--- src/rtl/mc_pkg.sv ---
// Shared encodings for the MIPS-lite multi-cycle controller, extender and ALU.
package mc_pkg;

  // Opcodes (IR[31:26]) and R-type function codes (IR[5:0])
  localparam logic [5:0] OpRtype = 6'b000000;
  localparam logic [5:0] OpOri   = 6'b001101;
  localparam logic [5:0] OpLw    = 6'b100011;
  localparam logic [5:0] OpSw    = 6'b101011;
  localparam logic [5:0] OpBeq   = 6'b000100;
  localparam logic [5:0] OpLui   = 6'b001111;
  localparam logic [5:0] OpJ     = 6'b000010;
  localparam logic [5:0] FnAddu  = 6'b100001;
  localparam logic [5:0] FnSubu  = 6'b100011;

  // Extender select
  localparam logic [1:0] ExtZero = 2'b00;
  localparam logic [1:0] ExtSign = 2'b01;
  localparam logic [1:0] ExtHigh = 2'b10;

  // ALU operation
  localparam logic [1:0] AluAdd = 2'b00;
  localparam logic [1:0] AluSub = 2'b01;
  localparam logic [1:0] AluOr  = 2'b10;

  // Next-PC select
  localparam logic [1:0] NpcPc4    = 2'b00;
  localparam logic [1:0] NpcBranch = 2'b01;
  localparam logic [1:0] NpcJump   = 2'b10;

  // Register-file destination select
  localparam logic [1:0] RegDstRt = 2'b00;
  localparam logic [1:0] RegDstRd = 2'b01;

  typedef enum logic [3:0] {
    StFetch  = 4'd0,
    StDecode = 4'd1,
    StExe    = 4'd2,
    StAluWb  = 4'd3,
    StMadr   = 4'd4,
    StMrd    = 4'd5,
    StMwb    = 4'd6,
    StMwr    = 4'd7,
    StBr     = 4'd8,
    StJmp    = 4'd9
  } state_e;

  // One-hot instruction class; all-zero means unsupported
  typedef struct packed {
    logic addu;
    logic subu;
    logic ori;
    logic lui;
    logic lw;
    logic sw;
    logic beq;
    logic j;
  } cls_t;

  function automatic logic is_rtype(cls_t c);
    return c.addu | c.subu;
  endfunction

endpackage

--- src/rtl/mc_if.sv ---
// Controller <-> datapath bundle: IR fields and flags in, strobes and selects out.
interface mc_if #(
  parameter int unsigned CNT_W = 32
);
  logic [5:0]       op;
  logic [5:0]       funct;
  logic             zero;
  logic             PCWr;
  logic             IRWr;
  logic             RegWr;
  logic             MemWr;
  logic [1:0]       ExtOp;
  logic [1:0]       ALUOp;
  logic             ALUSrc;
  logic [1:0]       RegDst;
  logic             MemtoReg;
  logic [1:0]       NPCOp;
  logic [CNT_W-1:0] instr_cnt;
  logic             illegal;

  // Controller side
  modport master (
    input  op, funct, zero,
    output PCWr, IRWr, RegWr, MemWr, ExtOp, ALUOp, ALUSrc, RegDst, MemtoReg, NPCOp,
    output instr_cnt, illegal
  );

  // Datapath side
  modport slave (
    output op, funct, zero,
    input  PCWr, IRWr, RegWr, MemWr, ExtOp, ALUOp, ALUSrc, RegDst, MemtoReg, NPCOp,
    input  instr_cnt, illegal
  );
endinterface

--- src/rtl/mc_decode.sv ---
// Combinational op/funct decoder: one-hot instruction class plus unsupported flag.
module mc_decode
  import mc_pkg::*;
(
  input  logic [5:0] op,
  input  logic [5:0] funct,
  output cls_t       cls,
  output logic       illegal
);

  // Map opcode (and funct for R-type) onto a class bit
  always_comb begin
    cls = '0;
    case (op)
      OpRtype: begin
        cls.addu = (funct == FnAddu);
        cls.subu = (funct == FnSubu);
      end
      OpOri:   cls.ori = 1'b1;
      OpLui:   cls.lui = 1'b1;
      OpLw:    cls.lw  = 1'b1;
      OpSw:    cls.sw  = 1'b1;
      OpBeq:   cls.beq = 1'b1;
      OpJ:     cls.j   = 1'b1;
      default: cls = '0;
    endcase
    illegal = (cls == '0);
  end

endmodule

--- src/rtl/mc_ctrl.sv ---
// Multi-cycle main controller: sequences each instruction and drives datapath controls.
module mc_ctrl
  import mc_pkg::*;
#(
  parameter int unsigned CNT_W = 32
) (
  input logic clk,
  input logic rst_n,
  mc_if.master bus
);

  state_e           state_q, state_d;
  logic [CNT_W-1:0] cnt_q, cnt_d;
  logic             ill_q, ill_d;

  cls_t cls;
  logic dec_illegal;

  logic       pc_wr, ir_wr, reg_wr, mem_wr, alu_src, mem_to_reg, retire;
  logic [1:0] ext_op, alu_op, reg_dst, npc_op;
  logic [1:0] exe_ext_op, exe_alu_op;
  logic       exe_alu_src;

  mc_decode u_decode (
    .op      (bus.op),
    .funct   (bus.funct),
    .cls     (cls),
    .illegal (dec_illegal)
  );

  // ALU-class selects, shared by StExe and StAluWb
  always_comb begin
    exe_alu_op  = AluAdd;
    exe_alu_src = 1'b0;
    exe_ext_op  = ExtZero;
    if (cls.subu) begin
      exe_alu_op = AluSub;
    end else if (cls.ori || cls.lui) begin
      exe_alu_op  = AluOr;
      exe_alu_src = 1'b1;
      exe_ext_op  = cls.lui ? ExtHigh : ExtZero;
    end
  end

  // Next state, counter/flag updates and Moore outputs
  always_comb begin
    state_d    = state_q;
    cnt_d      = cnt_q;
    ill_d      = ill_q;
    pc_wr      = 1'b0;
    ir_wr      = 1'b0;
    reg_wr     = 1'b0;
    mem_wr     = 1'b0;
    ext_op     = ExtZero;
    alu_op     = AluAdd;
    alu_src    = 1'b0;
    reg_dst    = RegDstRt;
    mem_to_reg = 1'b0;
    npc_op     = NpcPc4;
    retire     = 1'b0;
    case (state_q)
      StFetch: begin
        ir_wr   = 1'b1;
        pc_wr   = 1'b1;
        state_d = StDecode;
      end
      StDecode: begin
        if (dec_illegal) begin
          ill_d   = 1'b1;
          state_d = StFetch;
        end else if (is_rtype(cls) || cls.ori || cls.lui) begin
          state_d = StExe;
        end else if (cls.lw || cls.sw) begin
          state_d = StMadr;
        end else if (cls.beq) begin
          state_d = StBr;
        end else begin
          state_d = StJmp;
        end
      end
      StExe: begin
        alu_op  = exe_alu_op;
        alu_src = exe_alu_src;
        ext_op  = exe_ext_op;
        state_d = StAluWb;
      end
      StAluWb: begin
        alu_op  = exe_alu_op;
        alu_src = exe_alu_src;
        ext_op  = exe_ext_op;
        reg_wr  = 1'b1;
        reg_dst = is_rtype(cls) ? RegDstRd : RegDstRt;
        retire  = 1'b1;
        state_d = StFetch;
      end
      StMadr, StMrd, StMwr: begin
        // Address computation selects stay up through the memory access
        alu_op  = AluAdd;
        alu_src = 1'b1;
        ext_op  = ExtSign;
        if (state_q == StMadr) begin
          state_d = cls.lw ? StMrd : StMwr;
        end else if (state_q == StMrd) begin
          state_d = StMwb;
        end else begin
          mem_wr  = 1'b1;
          retire  = 1'b1;
          state_d = StFetch;
        end
      end
      StMwb: begin
        reg_wr     = 1'b1;
        reg_dst    = RegDstRt;
        mem_to_reg = 1'b1;
        retire     = 1'b1;
        state_d    = StFetch;
      end
      StBr: begin
        alu_op  = AluSub;
        ext_op  = ExtSign;
        npc_op  = NpcBranch;
        pc_wr   = bus.zero;
        retire  = 1'b1;
        state_d = StFetch;
      end
      StJmp: begin
        pc_wr   = 1'b1;
        npc_op  = NpcJump;
        retire  = 1'b1;
        state_d = StFetch;
      end
      default: state_d = StFetch;
    endcase
    if (retire) begin
      cnt_d = cnt_q + CNT_W'(1);
    end
  end

  // State, retired count and sticky illegal flag; synchronous reset
  always_ff @(posedge clk) begin
    if (!rst_n) begin
      state_q <= StFetch;
      cnt_q   <= '0;
      ill_q   <= 1'b0;
    end else begin
      state_q <= state_d;
      cnt_q   <= cnt_d;
      ill_q   <= ill_d;
    end
  end

  // Everything reads as zero while reset is held, so no strobe fires in a reset cycle
  always_comb begin
    bus.PCWr      = rst_n & pc_wr;
    bus.IRWr      = rst_n & ir_wr;
    bus.RegWr     = rst_n & reg_wr;
    bus.MemWr     = rst_n & mem_wr;
    bus.ExtOp     = rst_n ? ext_op : 2'b00;
    bus.ALUOp     = rst_n ? alu_op : 2'b00;
    bus.ALUSrc    = rst_n & alu_src;
    bus.RegDst    = rst_n ? reg_dst : 2'b00;
    bus.MemtoReg  = rst_n & mem_to_reg;
    bus.NPCOp     = rst_n ? npc_op : 2'b00;
    bus.instr_cnt = rst_n ? cnt_q : '0;
    bus.illegal   = rst_n & ill_q;
  end

endmodule

--- src/flat_wrapper.sv ---
// flat-port wrapper written by rule: the top's interface ports become plain ports
module mc_ctrl_flat import mc_pkg::*;
#(
  parameter int unsigned CNT_W = 32
)
  (clk, rst_n, bus_op, bus_funct, bus_zero, bus_PCWr, bus_IRWr, bus_RegWr, bus_MemWr, bus_ExtOp, bus_ALUOp, bus_ALUSrc, bus_RegDst, bus_MemtoReg, bus_NPCOp, bus_instr_cnt, bus_illegal);
  mc_if #(.CNT_W(CNT_W)) bus_i ();
  input logic clk;
  input logic rst_n;
  input wire logic [$bits(bus_i.op)-1:0] bus_op;
  input wire logic [$bits(bus_i.funct)-1:0] bus_funct;
  input wire logic [$bits(bus_i.zero)-1:0] bus_zero;
  output wire logic [$bits(bus_i.PCWr)-1:0] bus_PCWr;
  output wire logic [$bits(bus_i.IRWr)-1:0] bus_IRWr;
  output wire logic [$bits(bus_i.RegWr)-1:0] bus_RegWr;
  output wire logic [$bits(bus_i.MemWr)-1:0] bus_MemWr;
  output wire logic [$bits(bus_i.ExtOp)-1:0] bus_ExtOp;
  output wire logic [$bits(bus_i.ALUOp)-1:0] bus_ALUOp;
  output wire logic [$bits(bus_i.ALUSrc)-1:0] bus_ALUSrc;
  output wire logic [$bits(bus_i.RegDst)-1:0] bus_RegDst;
  output wire logic [$bits(bus_i.MemtoReg)-1:0] bus_MemtoReg;
  output wire logic [$bits(bus_i.NPCOp)-1:0] bus_NPCOp;
  output wire logic [$bits(bus_i.instr_cnt)-1:0] bus_instr_cnt;
  output wire logic [$bits(bus_i.illegal)-1:0] bus_illegal;
  assign bus_i.op = bus_op;
  assign bus_i.funct = bus_funct;
  assign bus_i.zero = bus_zero;
  assign bus_PCWr = bus_i.PCWr;
  assign bus_IRWr = bus_i.IRWr;
  assign bus_RegWr = bus_i.RegWr;
  assign bus_MemWr = bus_i.MemWr;
  assign bus_ExtOp = bus_i.ExtOp;
  assign bus_ALUOp = bus_i.ALUOp;
  assign bus_ALUSrc = bus_i.ALUSrc;
  assign bus_RegDst = bus_i.RegDst;
  assign bus_MemtoReg = bus_i.MemtoReg;
  assign bus_NPCOp = bus_i.NPCOp;
  assign bus_instr_cnt = bus_i.instr_cnt;
  assign bus_illegal = bus_i.illegal;
  mc_ctrl #(.CNT_W(CNT_W)) u_core (.clk(clk), .rst_n(rst_n), .bus(bus_i));
endmodule
--- config.mk ---
export PLATFORM = sky130hd
export DESIGN_NAME = mc_ctrl_flat
export DESIGN_NICKNAME = d
export VERILOG_FILES = /design/src/rtl/mc_pkg.sv /design/src/rtl/mc_if.sv /design/src/rtl/mc_decode.sv /design/src/rtl/mc_ctrl.sv /design/src/flat_wrapper.sv
export SDC_FILE = /design/constraint.sdc
export NUM_CORES = 1
export LEC_CHECK = 0
export ABC_AREA = 1
export ABC_CLOCK_PERIOD_IN_PS = 1800
export CORE_UTILIZATION = 38
export DETAILED_ROUTE_END_ITERATION = 10
export GPL_TIMING_DRIVEN = 0
export SLEW_MARGIN = 20
export SYNTH_ARGS = -nofsm -noshare
export SYNTH_HDL_FRONTEND = slang
export SYNTH_SLANG_ARGS = --single-unit
--- constraint.sdc ---
create_clock -name clk -period 1.8 [get_ports clk]
set_clock_uncertainty 0.2 [all_clocks]
set_input_delay 0.27 -clock clk [delete_from_list [all_inputs] [get_ports clk]]
set_output_delay 0.27 -clock clk [all_outputs]
set_load 0.05 [all_outputs]
* Yosys cells after proc, flatten, opt, wreduce, memory -nomap -nowiden
Cells that the tools add are included.
** Storage, ports and cells
- Register bits :: 37
- Input bits :: 15
- Logic and storage cells :: 84
** Cells by class
- $add $sub $neg :: 1
- Equality and inequality tests :: 17
- Muxes and demuxes :: 41
- Bitwise operators :: 8
- Reductions and logical operators :: 14
** Operators by type and width (count)
- $add 32x1->32 const B :: 1
- $mux 32 :: 1
- $eq 6x6->1 const B :: 4
- $mux 2 :: 12
- $eq 4x3->1 const B :: 4
- $mux 1 :: 16
- $mux 4 :: 4
- $pmux 4 s4 :: 1
- $eq 6x4->1 const B :: 2
- $pmux 2 s2 :: 3
- $eq 4x2->1 const B :: 2
- $eq 4x4->1 const B :: 2
- $logic_not 8->1 :: 1
- $reduce_or 4->1 :: 2
- $and 1x1->1 :: 7
- $eq 6x2->1 const B :: 1
- $eq 6x3->1 const B :: 1
- $logic_not 6->1 :: 1
- $pmux 1 s2 :: 3
- $reduce_or 2->1 :: 3
- $eq 4x1->1 const B :: 1
- $logic_not 4->1 :: 1
- $logic_or 1x1->1 :: 4
- $mux 3 :: 1
- other kinds (3) :: 3

* Longest topological paths before layout
Gate-level depths: netlist of run 1.
- Word-level depth :: 8
- Mapped depth :: 11

* Modules after synthesis
A second synthesis of run 1 with hierarchy kept.
** Second synthesis, totals
- Cells, all modules :: 476
- Area, all modules :: 2687.6 µm²
** By module, submodules not included
- mc_ctrl :: instances 1, cells each 431, area an instance 2503.7 µm²
- mc_decode :: instances 1, cells each 45, area an instance 183.9 µm²

* Least setup slack after synthesis of run 1
Ideal clock, no wire load.
- Path kind :: input to output
- From :: in rst_n
- To :: out bus_PCWr
- Arrival :: 2.554 ns
- Data required time :: 1.330 ns
- Path slack :: -1.224 ns
- Cell stages on the path :: 3
- Cells stage by stage :: clkinv_1 -> nor4_1 -> a211o_1
** Between the ends
- Cells in the longest elaborated chain, start to end :: 1
** RTL lines
- from (decl) :: RTL line flat_wrapper.sv:9 : input logic rst_n;
- $and 1x1->1 :: RTL line mc_ctrl.sv:154 : bus.PCWr = rst_n & pc_wr;
- to (decl) :: RTL line flat_wrapper.sv:13 : output wire logic [$bits(bus_i.PCWr)-1:0] bus_PCWr;
No other way between the ends.

* Final worst setup path of run 1
- From :: reg u_core.state_q[3]
- To :: out bus_ExtOp[1]
** Between the ends
- Cells in the longest elaborated chain, start to end :: 4
** RTL lines
- from (decl) :: RTL line mc_ctrl.sv:12 : state_e state_q, state_d;
- from (signal assigned) :: RTL line mc_ctrl.sv:142 : state_q <= StFetch;
- from (signal assigned) :: RTL line mc_ctrl.sv:146 : state_q <= state_d;
- $eq 4x4->1 (tied with other cells) :: RTL line mc_ctrl.sv:61 : case (state_q)
- $reduce_or 4->1 (no line) or $reduce_or 2->1 (tied branches)
- $pmux 2 s2 (*) :: RTL line mc_ctrl.sv:61
- $mux 2 (*) :: RTL line mc_ctrl.sv:158 : bus.ExtOp = rst_n ? ext_op : 2'b00;
- to (decl) :: RTL line flat_wrapper.sv:17 : output wire logic [$bits(bus_i.ExtOp)-1:0] bus_ExtOp;
Mark *: on every way between the ends. The rest lies on a longest branch, timed or not.

==> impl_metrics.json, run 1 <==
{
  "synth_simple_gate_area_frac": 0.4947,
  "antenna_found_initial": 0,
  "synthDistinctLibCells": 34,
  "clock_sinks": 37,
  "nNetsFinal": 523,
  "cts_root_buf": "clkbuf_8",
  "drc": 0,
  "post-route-period-util": 1.057,
  "critical_path_class": "reg2out",
  "fin_crit_ns": 1.903,
  "stdcell_area_mm2": 0.003478,
  "drt_iter0_markers": 91,
  "hpwl_um": 5035,
  "worstPathCellList": "inv_2, nand2_4, nor3_4, nand2_2, nor2_4, buf_6",
  "synth_adder_area_share": 0.005048,
  "synth_fp_nets": 445,
  "start_kind": "flip-flop",
  "portBuffers": 60,
  "num_rows": 29,
  "cts_buffers": 5,
  "place_congestion": 0.8169,
  "final_common_cell": "nand2_1",
  "synthCells": 429,
  "grt_pass1_wl_um": 11380,
  "worstPathMaxFanout": 3,
  "synth-seq-cells": 37,
  "timing.final.ws_setup_ns": -0.1033,
  "wl_per_cell_um": 11.86,
  "cp.required_ns": 1.33,
  "grt_pass1_vias": 2526,
  "io_pins": 62,
  "yosysSeqAreaShare": 0.2988,
  "utilization": 0.5509,
  "cp_slowest_cell": "dfxtp_2",
  "path_clk_slew_ns": 0.08,
  "grt_max_degree": 11,
  "via_per_inst": 4.789,
  "violations": "negative setup slack",
  "synthMuxAreaShare": 0,
  "chipHeight_um": 82.77,
  "drt.antenna.violating_nets": 0,
  "diodes": 0,
  "finalHoldViolCount": 0,
  "total_power_mw": 1.637,
  "die-area_mm2": 0.006850,
  "synth_top_family_by_area": "simple AND/OR/NAND/NOR gates",
  "status": "complete, but fails checks",
  "grt_remaining_overflow": 0,
  "powerDensity_mw_per_mm2": 470.7,
  "grt_usage": 0.2188,
  "drive_above_1_share": 0.2604,
  "cts_max_path_buffers": 2,
  "clk_latency_ns": 0.29,
  "cp_top_family": "simple AND/OR/NAND/NOR gates",
  "h-tree-depth": 2,
  "netlist_area_mm2": 0.002479,
  "cts_tree": "built",
  "rsz0062_at_grt": "true",
  "cts_hold_buf": 0,
  "routed_wl_um": 6925,
  "nFillCells": 686,
  "maxCapViolations": 0,
  "p_leak_nw": 1.682,
  "max_freq_mhz": 525.4,
  "vdd_ir_drop_max_mv": 0.3001,
  "firstDrtPassIters": 4,
  "vias": 2797,
  "synth_compound_area_frac": 0.06865,
  "cp-end-kind": "primary output",
  "final_cell_mix": "nand2_1, nor2_1, inv_1",
  "synth_xor_area_frac": 0.007067,
  "setup_viol": 7,
  "syn2layout_area_growth_pct": 40.33,
  "hold_path.class": "in2reg",
  "yosysWarnings": 0,
  "critPathArrivalTime_ns": 1.43,
  "start_util": 0.3926,
  "core-area_mm2": 0.006314,
  "syn_area_per_cell_um2": 5.778,
  "slew_viol_final": 0,
  "die_w_um": 82.77,
  "max_stage_delay_ns": 0.34,
  "placed_cell_area_mm2": 0.003227,
  "path_buf_inv": 2
}
## sequential cells by signal (all words and copies together), names as in the netlist
signal and cells:
u_core.state_q 4, u_core.ill_q 1, u_core.cnt_q 32
## repair_timing
item / 4_1_cts / 5_1_grt
endpoints found under the setup margin: 57 / 55
endpoints found under the hold margin: 0 / 0
gates resized for setup: 317 / 21
pin swaps: 10 / 5
buffers inserted: 11 / 0
## metrics by stage
| stage | hold WS (ns) | setup TNS, ns | worst slack [ns] | cells |
|---|---|---|---|---|
| finish | 0.2259 | -0.5804 | -0.1033 | 584 |
| global route | 0.2443 | -1.176 | -0.1615 | 584 |
| CTS | 0.2530 | -0.3672 | -0.07359 | 584 |
| detailed placement | 0.2359 | -62.10 | -1.466 | 566 |
| global placement | 0.2360 | -61.65 | -1.466 | 566 |
| floorplan | 0.2174 | -1.195 | -0.3642 | 429 |
## report_power, final
part           switching [mW]  leakage, nW  internal (mW)
logic                   0.118         1.33         0.0770
registers             0.00782        0.303          0.823
clock network           0.307       0.0443          0.305
total                   0.433         1.68           1.20
## final timing paths
| check | depth (start not counted) | startpoint | end | slack [ns] |
|---|---|---|---|---|
| min reg2reg | 2 | u_core.ill_q | u_core.ill_q | 0.25 |
| max | 6 | u_core.state_q[3] | bus_ExtOp[1] | -0.10 |
| min | 4 | rst_n | u_core.cnt_q[15] | 0.23 |
| max reg2reg | 7 | u_core.cnt_q[0] | u_core.cnt_q[14] | 0.12 |
## worst register-to-register path, cell delays in order (launching register included)
cell	delay [ns]
dfxtp_4	0.39
ha_4	0.15
nand3_2	0.09
nor2_4	0.15
nand4_4	0.21
buf_4	0.20
xor2_1	0.12
nor2_1	0.05
## synthesized netlist by cell type
| library cell | n | area, um2 |
|---|---|---|
| nor3_1 | 10 | 50.05 |
| buf_4 | 3 | 22.52 |
| a211o_1 | 1 | 8.760 |
| o211ai_1 | 1 | 7.510 |
| nor2_8 | 1 | 20.02 |
| and2_1 | 1 | 6.260 |
| nand2_2 | 3 | 18.77 |
| nor2_4 | 3 | 33.78 |
| inv_1 | 61 | 229.0 |
| nand3b_1 | 1 | 7.510 |
| nor3b_2 | 1 | 12.51 |
| ha_1 | 1 | 12.51 |
| o21a_1 | 1 | 7.510 |
| nor2_2 | 4 | 25.02 |
| xor2_1 | 2 | 17.52 |
| a21oi_1 | 21 | 105.1 |
| inv_2 | 4 | 15.01 |
| buf_6 | 1 | 11.26 |
| nand3_4 | 1 | 17.52 |
| nand4_1 | 6 | 37.54 |
| o21ai_0 | 7 | 35.03 |
| nand3_1 | 26 | 130.1 |
| nor3b_1 | 1 | 7.510 |
| nor4_1 | 2 | 12.51 |
| nand2_1 | 142 | 533.0 |
| dfxtp_1 | 37 | 740.7 |
| nand4_4 | 1 | 21.27 |
| buf_1 | 1 | 3.750 |
| conb_1 | 1 | 3.750 |
| nand2_4 | 1 | 11.26 |
| clkbuf_1 | 5 | 18.77 |
| nor2_1 | 75 | 281.5 |
| a31oi_1 | 1 | 6.260 |
| clkinv_1 | 2 | 7.510 |
## cell families after synthesis
kind of cell | count (synthesis)
AOI/OAI and AO/OA | 32
xor gates and xnor gates | 2
and+or+nand+nor | 279
buffers and inverters | 77
adders and majority gates | 1
DFF | 37
other | 1
## layer usage
metal  global-route usage  routed length, um  vias up
li1                     -                  -     1474
met1               0.2876               3342     1250
met2               0.3639               3222       61
met3              0.02967                232       12
met4              0.07586                128        0
met5                    0                  0        -
## final cells by class
class | count | area (um2) | share of cell area
Buffer | 10 | 82.58 | 0.02374
Clock buffer | 7 | 86.33 | 0.02482
Inverter | 67 | 259.0 | 0.07446
Multi-Input combinational cell | 315 | 1574 | 0.4525
Sequential cell | 37 | 757.0 | 0.2176
Tap cell | 77 | 96.34 | 0.02770
Timing Repair Buffer | 71 | 623.1 | 0.1791
(Power assumes the default switching activity.)
==> run 2, diff against run 1 <==
CAP_MARGIN = 25   (was default)
==> results of run 2 <==
Final layout, timing and power as in run 1 (identical DEF).
==> run 3, diff against run 2 <==
CORE_UTILIZATION = 50   (was 38)
PLACE_DENSITY = 0.81   (was default)
SETUP_SLACK_MARGIN = 0.02   (was default)
SKIP_LAST_GASP = 1   (was default)
==> impl_metrics.json, run 3 (synthesis gave the netlist of run 1 again) <==
{
  "clock_sinks": 37,
  "nNetsFinal": 528,
  "regToRegStartpoint": "u_core.state_q[3]",
  "hp-start": "rst_n",
  "cts_root_buf": "clkbuf_8",
  "timing.hold.ws_ns": 0.2277,
  "portBuffers": 60,
  "min_delay_worst_endpoint": "u_core.cnt_q[15]",
  "die-area_mm2": 0.005242,
  "die_w_um": 72.41,
  "critPathArrivalTime_ns": 1.45,
  "timing.final.ws_setup_ns": -0.1160,
  "clkPwrFrac": 0.357,
  "cts_max_path_buffers": 2,
  "critical_path_class": "reg2out",
  "setup_viol": 10,
  "worstPathCellList": "buf_8, inv_4, nand3_4, nor3_4, a211o_1, buf_6",
  "rsz0062_at_grt": "true",
  "cts_tree": "built",
  "h-tree-depth": 2,
  "slew_viol_final": 0,
  "place_inst": 556,
  "io_pins": 62,
  "worstRegToRegCells": 8,
  "powerDensity_mw_per_mm2": 450.6,
  "grt_pass1_wl_um": 11560,
  "grt_remaining_overflow": 0,
  "p_switching_uw": 433.8,
  "clk_latency_ns": 0.29,
  "seqPwrFrac": 0.519,
  "firstDrtPassIters": 4,
  "chipHeight_um": 72.41,
  "p_leak_nw": 1.713,
  "vias": 2950,
  "final_cell_mix": "nand2_1, nor2_1, inv_1",
  "hold_path.class": "in2reg",
  "num_rows": 25,
  "violations": "negative setup slack",
  "sw_frac_of_total": 0.2707,
  "largest_register_ffs": 32,
  "antenna_found_initial": 0,
  "hpwl_um": 4776,
  "path_clk_slew_ns": 0.07,
  "max_stage_delay_ns": 0.33,
  "grt_pass1_vias": 2649,
  "p_int_mw": 1.169,
  "start_kind": "flip-flop",
  "diodes": 0,
  "power_frac_comb": 0.124,
  "final_common_cell": "nand2_1",
  "grt_max_degree": 12,
  "top_regs": "u_core.cnt_q (32), u_core.state_q (4), u_core.ill_q (1)",
  "drt_iter0_markers": 158,
  "grt_usage": 0.2816,
  "timing.reg2reg.setup_slack_ns": 0.04,
  "start_util": 0.5213,
  "setup_tns_ns": -0.6797,
  "cp_slowest_cell": "dfxtp_2",
  "crit_start": "u_core.state_q[1]",
  "cts_buffers": 5,
  "post-route-period-util": 1.064,
  "vdd_ir_drop_max_mv": 0.3513,
  "maxCapViolations": 0,
  "via_per_inst": 5.086,
  "finalHoldViolCount": 0,
  "final_cells": 580,
  "largest_register": "u_core.cnt_q",
  "routed_wl_um": 7211,
  "fin_crit_ns": 1.916,
  "wl_per_cell_um": 12.43,
  "hold_depth": 4,
  "utilization": 0.7479,
  "syn2layout_area_growth_pct": 43.46,
  "drive_above_1_share": 0.2885,
  "status": "complete, but fails checks",
  "core-area_mm2": 0.004755,
  "cp.required_ns": 1.33,
  "worstReg2RegEnd": "u_core.cnt_q[14]",
  "cp-end-kind": "primary output",
  "drt.antenna.violating_nets": 0,
  "max_freq_mhz": 521.9,
  "worstPathMaxFanout": 7,
  "place_congestion": 0.8170,
  "drc": 0
}
run 3: power by group through the flow:
stage / logic, mW / clock network (mW) / registers [mW]
global route: 0.214 / 0.608 / 0.831
global placement: 0.171 / 0 / 0.850
floorplan: 0.105 / 0 / 0.848
finish: 0.199 / 0.572 / 0.831
detailed placement: 0.173 / 0 / 0.850
CTS: 0.191 / 0.571 / 0.831
run 3: per-layer routing:
metal  track usage  up-vias  share of wire
met5             0        -              0
met4        0.1046        0          0.028
met3       0.06250       22          0.051
met2        0.4808       90           0.48
met1        0.3459     1356           0.44
li1              -     1482              -
run 3: layout make-up:
class	instances	area [um2]
Buffer	10	88.84
Clock inverter	2	10.01
Fill cell	403	1199
Clock buffer	6	72.57
Multi-Input combinational cell	315	1612
Tap cell	67	83.83
Timing Repair Buffer	76	663.1
Inverter	67	264.0
Sequential cell	37	762.0
run 3: stage by stage:
step / total power, mW / cell area [um2] / setup slack, ns
after floorplan: 0.9532 / 2530 / -0.3642
after global placement: 1.021 / 3214 / -1.420
after detailed placement: 1.023 / 3214 / -1.478
after CTS: 1.593 / 3406 / -0.06717
after global routing: 1.653 / 3556 / -0.1772
final: 1.602 / 3556 / -0.1160
run 3: repair_timing:
| action | CTS | global route |
|---|---|---|
| endpoints found under the hold margin | 0 | 0 |
| endpoints found under the setup margin | 58 | 66 |
| pin swaps | 11 | 10 |
| buffers inserted | 11 | 5 |
| hold buffers | 0 | 0 |
| resized for setup | 312 | 41 |
run 3: worst max-delay path by stage:
stage / end / cells past startpoint / slack (ns)
5_1_grt: bus_RegWr / 5 / -0.18
3_5_place_dp: bus_RegWr / 6 / -1.48
6_report: bus_PCWr / 6 / -0.12
4_1_cts: bus_ALUSrc / 6 / -0.07
2_1_floorplan: bus_PCWr / 3 / -0.36
3_3_place_gp: bus_RegWr / 6 / -1.42
run 3: critical path, delay by kind of cell (launching register included):
family          cells  cell delay (ns)
compound gates      1             0.15
buf+inv             3             0.39
flops               1             0.33
simple gates        2             0.28
